File: src/rtl/serial_bus_pkg.sv
// Shared types and constants for the two-master / three-slave serial bus arbiter.
package serial_bus_pkg;

  localparam int unsigned NUM_SLAVES = 3;
  localparam int unsigned SLV_S1     = 0;
  localparam int unsigned SLV_S2     = 1;
  localparam int unsigned SLV_S3     = 2;

  typedef enum logic [1:0] {
    IDLE    = 2'd0,
    ADDR    = 2'd1,
    CONNECT = 2'd2,
    RELEASE = 2'd3
  } arb_state_t;

  // Master id doubles as the mux select encoding (0=m1, 1=m2)
  typedef enum logic {
    MST_M1 = 1'b0,
    MST_M2 = 1'b1
  } mst_id_t;

  // Pending split transaction: which master must be resumed once s1 frees up
  typedef struct packed {
    logic    vld;
    mst_id_t mst;
  } split_rec_t;

  // Request line of the given master
  function automatic logic mst_req(input mst_id_t m, input logic r1, input logic r2);
    return (m == MST_M1) ? r1 : r2;
  endfunction

endpackage

File: src/rtl/serial_bus_arbiter_if.sv
// Arbiter control bundle: master requests/tx line in, grants/selects/status pulses out.
interface serial_bus_arbiter_if;
  import serial_bus_pkg::*;

  logic                  m1_req;
  logic                  m2_req;
  logic                  mtx;
  logic                  s1_busy;
  logic                  m1_grant;
  logic                  m2_grant;
  logic                  msel;
  logic [NUM_SLAVES-1:0] ssel;
  logic                  m1_split;
  logic                  m2_split;
  logic                  addr_err;
  logic                  timeout;

  // Arbiter side
  modport slave (
    input  m1_req, m2_req, mtx, s1_busy,
    output m1_grant, m2_grant, msel, ssel, m1_split, m2_split, addr_err, timeout
  );

  // Requester / environment side
  modport master (
    output m1_req, m2_req, mtx, s1_busy,
    input  m1_grant, m2_grant, msel, ssel, m1_split, m2_split, addr_err, timeout
  );

endinterface

File: src/rtl/serial_bus_arbiter_addr_capture.sv
// Serial slave-address capture: MSB-first shift register plus bit counter.
// addr_c/done_c are combinational so the arbiter can decode on the last-bit edge.
module bus_addr_capture #(
  parameter int unsigned ADDR_W = 2
) (
  input  logic              clk,
  input  logic              rst,
  input  logic              start_i,
  input  logic              abort_i,
  input  logic              bit_i,
  output logic [ADDR_W-1:0] addr_c,
  output logic              done_c
);

  localparam int unsigned SH_W  = ADDR_W - 1;
  localparam int unsigned CNT_W = (ADDR_W > 1) ? $clog2(ADDR_W) : 1;

  logic [SH_W-1:0]  sh_q;
  logic [CNT_W-1:0] cnt_q;
  logic             active_q;

  assign addr_c = {sh_q, bit_i};
  assign done_c = active_q && (cnt_q == CNT_W'(ADDR_W - 1));

  // Shift one bit per cycle while active; start/abort re-arm or stop the capture
  always_ff @(posedge clk or posedge rst) begin
    if (rst) begin
      sh_q     <= '0;
      cnt_q    <= '0;
      active_q <= 1'b0;
    end else if (start_i || abort_i) begin
      sh_q     <= '0;
      cnt_q    <= '0;
      active_q <= start_i;
    end else if (active_q) begin
      sh_q <= addr_c[SH_W-1:0];
      if (done_c) begin
        cnt_q    <= '0;
        active_q <= 1'b0;
      end else begin
        cnt_q <= cnt_q + CNT_W'(1);
      end
    end
  end

endmodule

File: src/rtl/serial_bus_arbiter.sv
// Serial bus arbiter for masters m1/m2 and slaves s1..s3: grants ownership,
// captures the slave address, drives msel/ssel, handles s1 splits and a
// CONNECT watchdog. Define ARB_ROUND_ROBIN_EN for alternating priority.
module serial_bus_arbiter
  import serial_bus_pkg::*;
#(
  parameter int unsigned ADDR_W    = 2,
  parameter int unsigned TIMEOUT_W = 10
) (
  input  logic                clk,
  input  logic                rst,
  serial_bus_arbiter_if.slave bus
);

  // Watchdog fires on the edge where the counter would reach all-ones
  localparam logic [TIMEOUT_W-1:0] WD_LAST  = {{(TIMEOUT_W-1){1'b1}}, 1'b0};
  localparam logic [ADDR_W-1:0]    ADDR_S1  = ADDR_W'(SLV_S1);
  localparam logic [ADDR_W-1:0]    ADDR_LIM = ADDR_W'(NUM_SLAVES);

  logic m1_req, m2_req, s1_busy;
  assign m1_req  = bus.m1_req;
  assign m2_req  = bus.m2_req;
  assign s1_busy = bus.s1_busy;

  arb_state_t            state_q, state_d;
  logic                  m1_grant_q, m1_grant_d, m2_grant_q, m2_grant_d;
  mst_id_t               msel_q, msel_d;
  logic [NUM_SLAVES-1:0] ssel_q, ssel_d;
  logic                  m1_split_q, m1_split_d, m2_split_q, m2_split_d;
  logic                  addr_err_q, addr_err_d, timeout_q, timeout_d;
  split_rec_t            split_q, split_d;
  logic [TIMEOUT_W-1:0]  wd_q, wd_d;
`ifdef ARB_ROUND_ROBIN_EN
  mst_id_t               last_q, last_d;
`endif

  logic                  owner_req_c, pick_vld_c, cap_start_c, cap_abort_c, cap_done_c;
  mst_id_t               pick_c;
  logic [ADDR_W-1:0]     cap_addr_c;

  assign owner_req_c = mst_req(msel_q, m1_req, m2_req);

  bus_addr_capture #(.ADDR_W(ADDR_W)) u_cap (
    .clk     (clk),
    .rst     (rst),
    .start_i (cap_start_c),
    .abort_i (cap_abort_c),
    .bit_i   (bus.mtx),
    .addr_c  (cap_addr_c),
    .done_c  (cap_done_c)
  );

  // Next-state, grant/select and status-pulse logic
  always_comb begin
    state_d     = state_q;
    m1_grant_d  = m1_grant_q;
    m2_grant_d  = m2_grant_q;
    msel_d      = msel_q;
    ssel_d      = ssel_q;
    m1_split_d  = 1'b0;
    m2_split_d  = 1'b0;
    addr_err_d  = 1'b0;
    timeout_d   = 1'b0;
    split_d     = split_q;
    wd_d        = wd_q;
    pick_vld_c  = 1'b0;
    pick_c      = MST_M1;
    cap_start_c = 1'b0;
    cap_abort_c = 1'b0;
`ifdef ARB_ROUND_ROBIN_EN
    last_d      = last_q;
`endif
    case (state_q)
      IDLE: begin
        pick_vld_c = 1'b1;
        if (split_q.vld && mst_req(split_q.mst, m1_req, m2_req) && !s1_busy) begin
          pick_c  = split_q.mst;
          split_d = '0;
        end else begin
          if (split_q.vld && !mst_req(split_q.mst, m1_req, m2_req)) split_d = '0;
          if (m1_req && m2_req) begin
`ifdef ARB_ROUND_ROBIN_EN
            pick_c = (last_q == MST_M1) ? MST_M2 : MST_M1;
`else
            pick_c = MST_M1;
`endif
          end else if (m1_req) pick_c = MST_M1;
          else if (m2_req)     pick_c = MST_M2;
          else                 pick_vld_c = 1'b0;
        end
        if (pick_vld_c) begin
          state_d     = ADDR;
          m1_grant_d  = (pick_c == MST_M1);
          m2_grant_d  = (pick_c == MST_M2);
          msel_d      = pick_c;
          cap_start_c = 1'b1;
`ifdef ARB_ROUND_ROBIN_EN
          last_d      = pick_c;
`endif
        end
      end
      ADDR: begin
        if (!owner_req_c) begin
          cap_abort_c = 1'b1;
          m1_grant_d  = 1'b0;
          m2_grant_d  = 1'b0;
          state_d     = RELEASE;
        end else if (cap_done_c) begin
          if (cap_addr_c >= ADDR_LIM) begin
            addr_err_d = 1'b1;
            m1_grant_d = 1'b0;
            m2_grant_d = 1'b0;
            state_d    = RELEASE;
          end else if ((cap_addr_c == ADDR_S1) && s1_busy) begin
            m1_split_d = (msel_q == MST_M1);
            m2_split_d = (msel_q == MST_M2);
            if (!split_q.vld) begin
              split_d.vld = 1'b1;
              split_d.mst = msel_q;
            end
            m1_grant_d = 1'b0;
            m2_grant_d = 1'b0;
            state_d    = RELEASE;
          end else begin
            ssel_d  = NUM_SLAVES'(1) << cap_addr_c;
            wd_d    = '0;
            state_d = CONNECT;
          end
        end
      end
      CONNECT: begin
        if (!owner_req_c || (wd_q == WD_LAST)) begin
          timeout_d  = owner_req_c;
          m1_grant_d = 1'b0;
          m2_grant_d = 1'b0;
          ssel_d     = '0;
          wd_d       = '0;
          state_d    = RELEASE;
        end else begin
          wd_d = wd_q + TIMEOUT_W'(1);
        end
      end
      RELEASE: begin
        wd_d    = '0;
        state_d = IDLE;
      end
      default: state_d = IDLE;
    endcase
  end

  // State and registered output flops
  always_ff @(posedge clk or posedge rst) begin
    if (rst) begin
      state_q    <= IDLE;
      m1_grant_q <= 1'b0;
      m2_grant_q <= 1'b0;
      msel_q     <= MST_M1;
      ssel_q     <= '0;
      m1_split_q <= 1'b0;
      m2_split_q <= 1'b0;
      addr_err_q <= 1'b0;
      timeout_q  <= 1'b0;
      split_q    <= '0;
      wd_q       <= '0;
`ifdef ARB_ROUND_ROBIN_EN
      last_q     <= MST_M2;
`endif
    end else begin
      state_q    <= state_d;
      m1_grant_q <= m1_grant_d;
      m2_grant_q <= m2_grant_d;
      msel_q     <= msel_d;
      ssel_q     <= ssel_d;
      m1_split_q <= m1_split_d;
      m2_split_q <= m2_split_d;
      addr_err_q <= addr_err_d;
      timeout_q  <= timeout_d;
      split_q    <= split_d;
      wd_q       <= wd_d;
`ifdef ARB_ROUND_ROBIN_EN
      last_q     <= last_d;
`endif
    end
  end

  assign bus.m1_grant = m1_grant_q;
  assign bus.m2_grant = m2_grant_q;
  assign bus.msel     = msel_q;
  assign bus.ssel     = ssel_q;
  assign bus.m1_split = m1_split_q;
  assign bus.m2_split = m2_split_q;
  assign bus.addr_err = addr_err_q;
  assign bus.timeout  = timeout_q;

endmodule

File: src/flat_wrapper.sv
// flat-port wrapper written by rule: the top's interface ports become plain ports
module serial_bus_arbiter_flat import serial_bus_pkg::*;
#(
  parameter int unsigned ADDR_W    = 2,
  parameter int unsigned TIMEOUT_W = 10
)
  (clk, rst, bus_m1_req, bus_m2_req, bus_mtx, bus_s1_busy, bus_m1_grant, bus_m2_grant, bus_msel, bus_ssel, bus_m1_split, bus_m2_split, bus_addr_err, bus_timeout);
  serial_bus_arbiter_if bus_i ();
  input  logic clk;
  input  logic rst;
  input wire logic [$bits(bus_i.m1_req)-1:0] bus_m1_req;
  input wire logic [$bits(bus_i.m2_req)-1:0] bus_m2_req;
  input wire logic [$bits(bus_i.mtx)-1:0] bus_mtx;
  input wire logic [$bits(bus_i.s1_busy)-1:0] bus_s1_busy;
  output wire logic [$bits(bus_i.m1_grant)-1:0] bus_m1_grant;
  output wire logic [$bits(bus_i.m2_grant)-1:0] bus_m2_grant;
  output wire logic [$bits(bus_i.msel)-1:0] bus_msel;
  output wire logic [$bits(bus_i.ssel)-1:0] bus_ssel;
  output wire logic [$bits(bus_i.m1_split)-1:0] bus_m1_split;
  output wire logic [$bits(bus_i.m2_split)-1:0] bus_m2_split;
  output wire logic [$bits(bus_i.addr_err)-1:0] bus_addr_err;
  output wire logic [$bits(bus_i.timeout)-1:0] bus_timeout;
  assign bus_i.m1_req = bus_m1_req;
  assign bus_i.m2_req = bus_m2_req;
  assign bus_i.mtx = bus_mtx;
  assign bus_i.s1_busy = bus_s1_busy;
  assign bus_m1_grant = bus_i.m1_grant;
  assign bus_m2_grant = bus_i.m2_grant;
  assign bus_msel = bus_i.msel;
  assign bus_ssel = bus_i.ssel;
  assign bus_m1_split = bus_i.m1_split;
  assign bus_m2_split = bus_i.m2_split;
  assign bus_addr_err = bus_i.addr_err;
  assign bus_timeout = bus_i.timeout;
  serial_bus_arbiter #(.ADDR_W(ADDR_W), .TIMEOUT_W(TIMEOUT_W)) u_core (.clk(clk), .rst(rst), .bus(bus_i));
endmodule
File: config.mk
export PLATFORM = sky130hd
export DESIGN_NAME = serial_bus_arbiter_flat
export DESIGN_NICKNAME = d
export VERILOG_FILES = /design/src/rtl/serial_bus_pkg.sv /design/src/rtl/serial_bus_arbiter_if.sv /design/src/rtl/serial_bus_arbiter_addr_capture.sv /design/src/rtl/serial_bus_arbiter.sv /design/src/flat_wrapper.sv
export SDC_FILE = /design/constraint.sdc
export NUM_CORES = 1
export LEC_CHECK = 0
export BUFFER_PORTS_ARGS = -buffer_cell sky130_fd_sc_hd__buf_4
export CAP_MARGIN = 0
export CORE_MARGIN = 10
export CORE_UTILIZATION = 40
export CTS_BUF_LIST = sky130_fd_sc_hd__clkbuf_16
export CTS_CLUSTER_SIZE = 30
export DETAILED_ROUTE_END_ITERATION = 10
export SYNTH_ARGS = -nofsm -noshare
export SYNTH_HDL_FRONTEND = slang
export SYNTH_SLANG_ARGS = --single-unit
File: constraint.sdc
create_clock -name clk -period 2.25 [get_ports clk]
set_clock_uncertainty 0.05 [all_clocks]
set_input_delay 0.45 -clock clk [delete_from_list [all_inputs] [get_ports clk]]
set_output_delay 0.45 -clock clk [all_outputs]
set_load 0.005 [all_outputs]
==> metrics.md <==
| Metric | Value |
|---|---|
| CP max-delay cell | or3_4 |
| Routability Congestion | 0.7571 |
| Finished layout cell area | 0.001714 sq mm |
| Synth Instances | 153 |
| Initial antenna violation count | 0 |
| Die Area | 0.006379 sq mm |
| Core Box Area | 0.003390 sq mm |
| Largest net degree at the start of global routing | 28 |
| Non-Filler Instances | 220 |
| Clock tree buffer depth | 2 |
| Startpoint Class | register |
| Via Count | 1167 |
| Die Ht | 79.87 um |
| Layout cells sized above 1 | 18.39% |
| GRT overflow | 0 |
| Slew @ Worst Pin | 0.5162 ns |
| Crit path capture type | register |
| PwrDens | 1064 mW/mm^2 |
| Relative slew slack | 65.46% |
| Antenna Violating Nets Remaining | 0 |
| Leading area contributor after synthesis | dfrtp_1 |
| First-pass GRT wire length | 5464 um |
| Syn nets | 165 |
| Final Hold Fails | 0 |
| RSZ-0062 raised after global routing | false |
| Critical path class | reg -> reg |
| CP Data Arrival Time | 2.23 ns |
| Crit path time final | 2.111 ns |
| Synthesized area | 0.001434 sq mm |
| Die Width | 79.87 um |
| Gr usage total | 10.41% |
| Vias per inst | 5.305 |
| Leak | 0.7830 nW |
| Clock root buffer | clkbuf_16 |
| Outcome | complete, no violations |
| P&R area growth vs syn | 19.55% |
| Post-DP HPWL | 2266 um |
| N_diodes | 0 |
| Synth top area cells | dfrtp_1, o21ai_0, ha_1 |
| Worst path cell trace | inv_1, ha_1, and3b_1, a41oi_4, or3_4, or3_1, o21ai_0 |
| Initial core utilization | 42.30% |
| Flops & latches, synth | 27 |
| First-pass DRT Iterations | 4 |
| Pwr Total | 0.001824 W |
| Max Clock Freq | 473.7 MHz |
| Period utilisation layout | 93.82% |
| Placed cell areas | 0.001620 sq mm |
| CTS tree | yes |
| Wire per inst | 13.80 um |
| CTS Buf Count | 3 |
| Placed insts | 215 |
| Max cap viols | 0 |
| H-tree depth | 1 |
| Yosys top cell area share | 47.12% |
| WP data required | 2.37 ns |
| Synth Warn # | 0 |
| Hold Crit Class | in -> async |
| Row cnt | 21 |
| Ports | 16 |
| Layout net count | 187 |
| Later-pin clock latency in the skew report | 0.26 ns |
| DRT Wirelength | 3035 um |
| Setup TNS | 0 ns |
| Setup violators final | 0 |
| Distinct cells, synth | 31 |
| # DRC | 0 |
| Slew Viols, Final | 0 |
| VDD IR max | 0.5720 mV |
| Crit Path Max Fanout | 10 |
| Avg Inst Size Synth | 9.372 sq um |
| Worst-path clk slew | 0.06 ns |
| Crit path largest cell delay | 0.46 ns |
| First DRT Iteration DRCs | 60 |
| Port bufs | 15 |
| Vias in the first global route | 1181 |
| Post-synthesis sequential area ratio | 47.12% |
| Sink Count | 27 |
cell usage after synthesis, drive strengths merged:
library cell,instances
dfrtp,27
o21ai,19
inv,15
nand2,15
nor2,13
a21oi,8
nand4,8
or3,8
ha,6
mux2,5
nor3,4
a32o,3
nand2b,3
nand3,3
and3,2
buf,2
a31oi,1
a32oi,1
a41oi,1
and2,1
and3b,1
clkbuf,1
mux2i,1
o2bb2ai,1
o311ai,1
o31ai,1
or3b,1
or4b,1
power by group:
group	switching, W	total (W)	leakage, nW	internal (W)
Clock	0.000159	0.000397	0.0423	0.000238
Sequential	0.000106	0.000685	0.365	0.000579
Combinational	0.000405	0.000742	0.376	0.000338
Total	0.000670	0.00182	0.783	0.00115
final timing paths:
kind / from / end / slack (ns) / cells past startpoint
max in group asynchronous: rst / u_core.wd_q[5] / 1.70 / 3
setup reg to reg: u_core.state_q[0] / u_core.wd_q[9] / 0.14 / 7
hold reg to reg: u_core.bus.ssel[0] / u_core.bus.ssel[0] / 0.45 / 1
hold / removal: rst / u_core.bus.ssel[2] / 0.20 / 3
setup / recovery: u_core.state_q[0] / u_core.wd_q[9] / 0.14 / 7
min in group clk: bus_mtx / u_core.u_cap.sh_q / 0.42 / 3
sequential cells by signal, indices dropped and copies added, names as in the netlist, 2 cells and up:
register / count
u_core.bus.ssel: 3
u_core.split_q: 2
u_core.state_q: 2
u_core.wd_q: 10
routing by layer:
metal	GRT usage, %	vias up	wire length (um)
met5	0	-	0
met4	4.401	0	58
met3	2.703	5	137
met2	16.26	19	1400
met1	13.22	563	1439
li1	-	580	-
cell type report:
cell class / instances / area, sq um
fillers: 311 / 1675
multi-input cells: 108 / 695.7
flip-flops and latches: 27 / 675.6
repair buffers: 20 / 150.1
clock buffers: 3 / 75.07
well taps: 46 / 57.56
inverters: 15 / 56.30
clock inverters: 1 / 3.754
placed cells by master, fill, tap and decap left out, drive strengths merged, types with 4 or more instances in the layout:
cell,synthesis,layout
dfrtp,27,27
o21ai,19,19
nand4,8,8
a21oi,8,8
ha,6,6
mux2,5,5
inv,15,16
nor2,13,13
buf,2,20
nand2,15,15
or3,8,8
nor3,4,4
through the flow:
stage / hold WS [ns] / setup WS [ns] / util [%]
after CTS: 0.2130 / 0.04215 / 50.13
final: 0.1962 / 0.1391 / 50.57
after global routing: 0.2386 / 0.01055 / 50.57
after detailed placement: 0.4359 / 0.04370 / 47.80
after global placement: 0.4264 / 0.09411 / 47.80
after floorplan: 0.4393 / 0.07465 / -
kinds of logic after synthesis:
| family | after synthesis | synth area share (%) |
|---|---|---|
| AO/OA/AOI/OAI | 36 | 16.23 |
| AND/OR/NAND/NOR | 60 | 21.64 |
| multiplexers | 6 | 4.886 |
| adder cells (fa/ha/maj) | 6 | 5.235 |
| flip-flops | 27 | 47.12 |
| buffers and inverters | 18 | 4.886 |
critical path: cells and delay by family, from the launching register on:
family / cells / cell delay (ns)
AO/OA/AOI/OAI: 2 / 0.22
adder cells (fa/ha/maj): 1 / 0.21
AND/OR/NAND/NOR: 3 / 1.06
buffers and inverters: 1 / 0.09
flip-flops: 1 / 0.40
repair_timing:
action | CTS | global route
gates resized for setup | 0 | 3
endpoints found under the setup margin | 0 | 8
hold buffers | 0 | 0
setup buffers | 0 | 1
No activity file was read; power rests on OpenSTA's default activity.
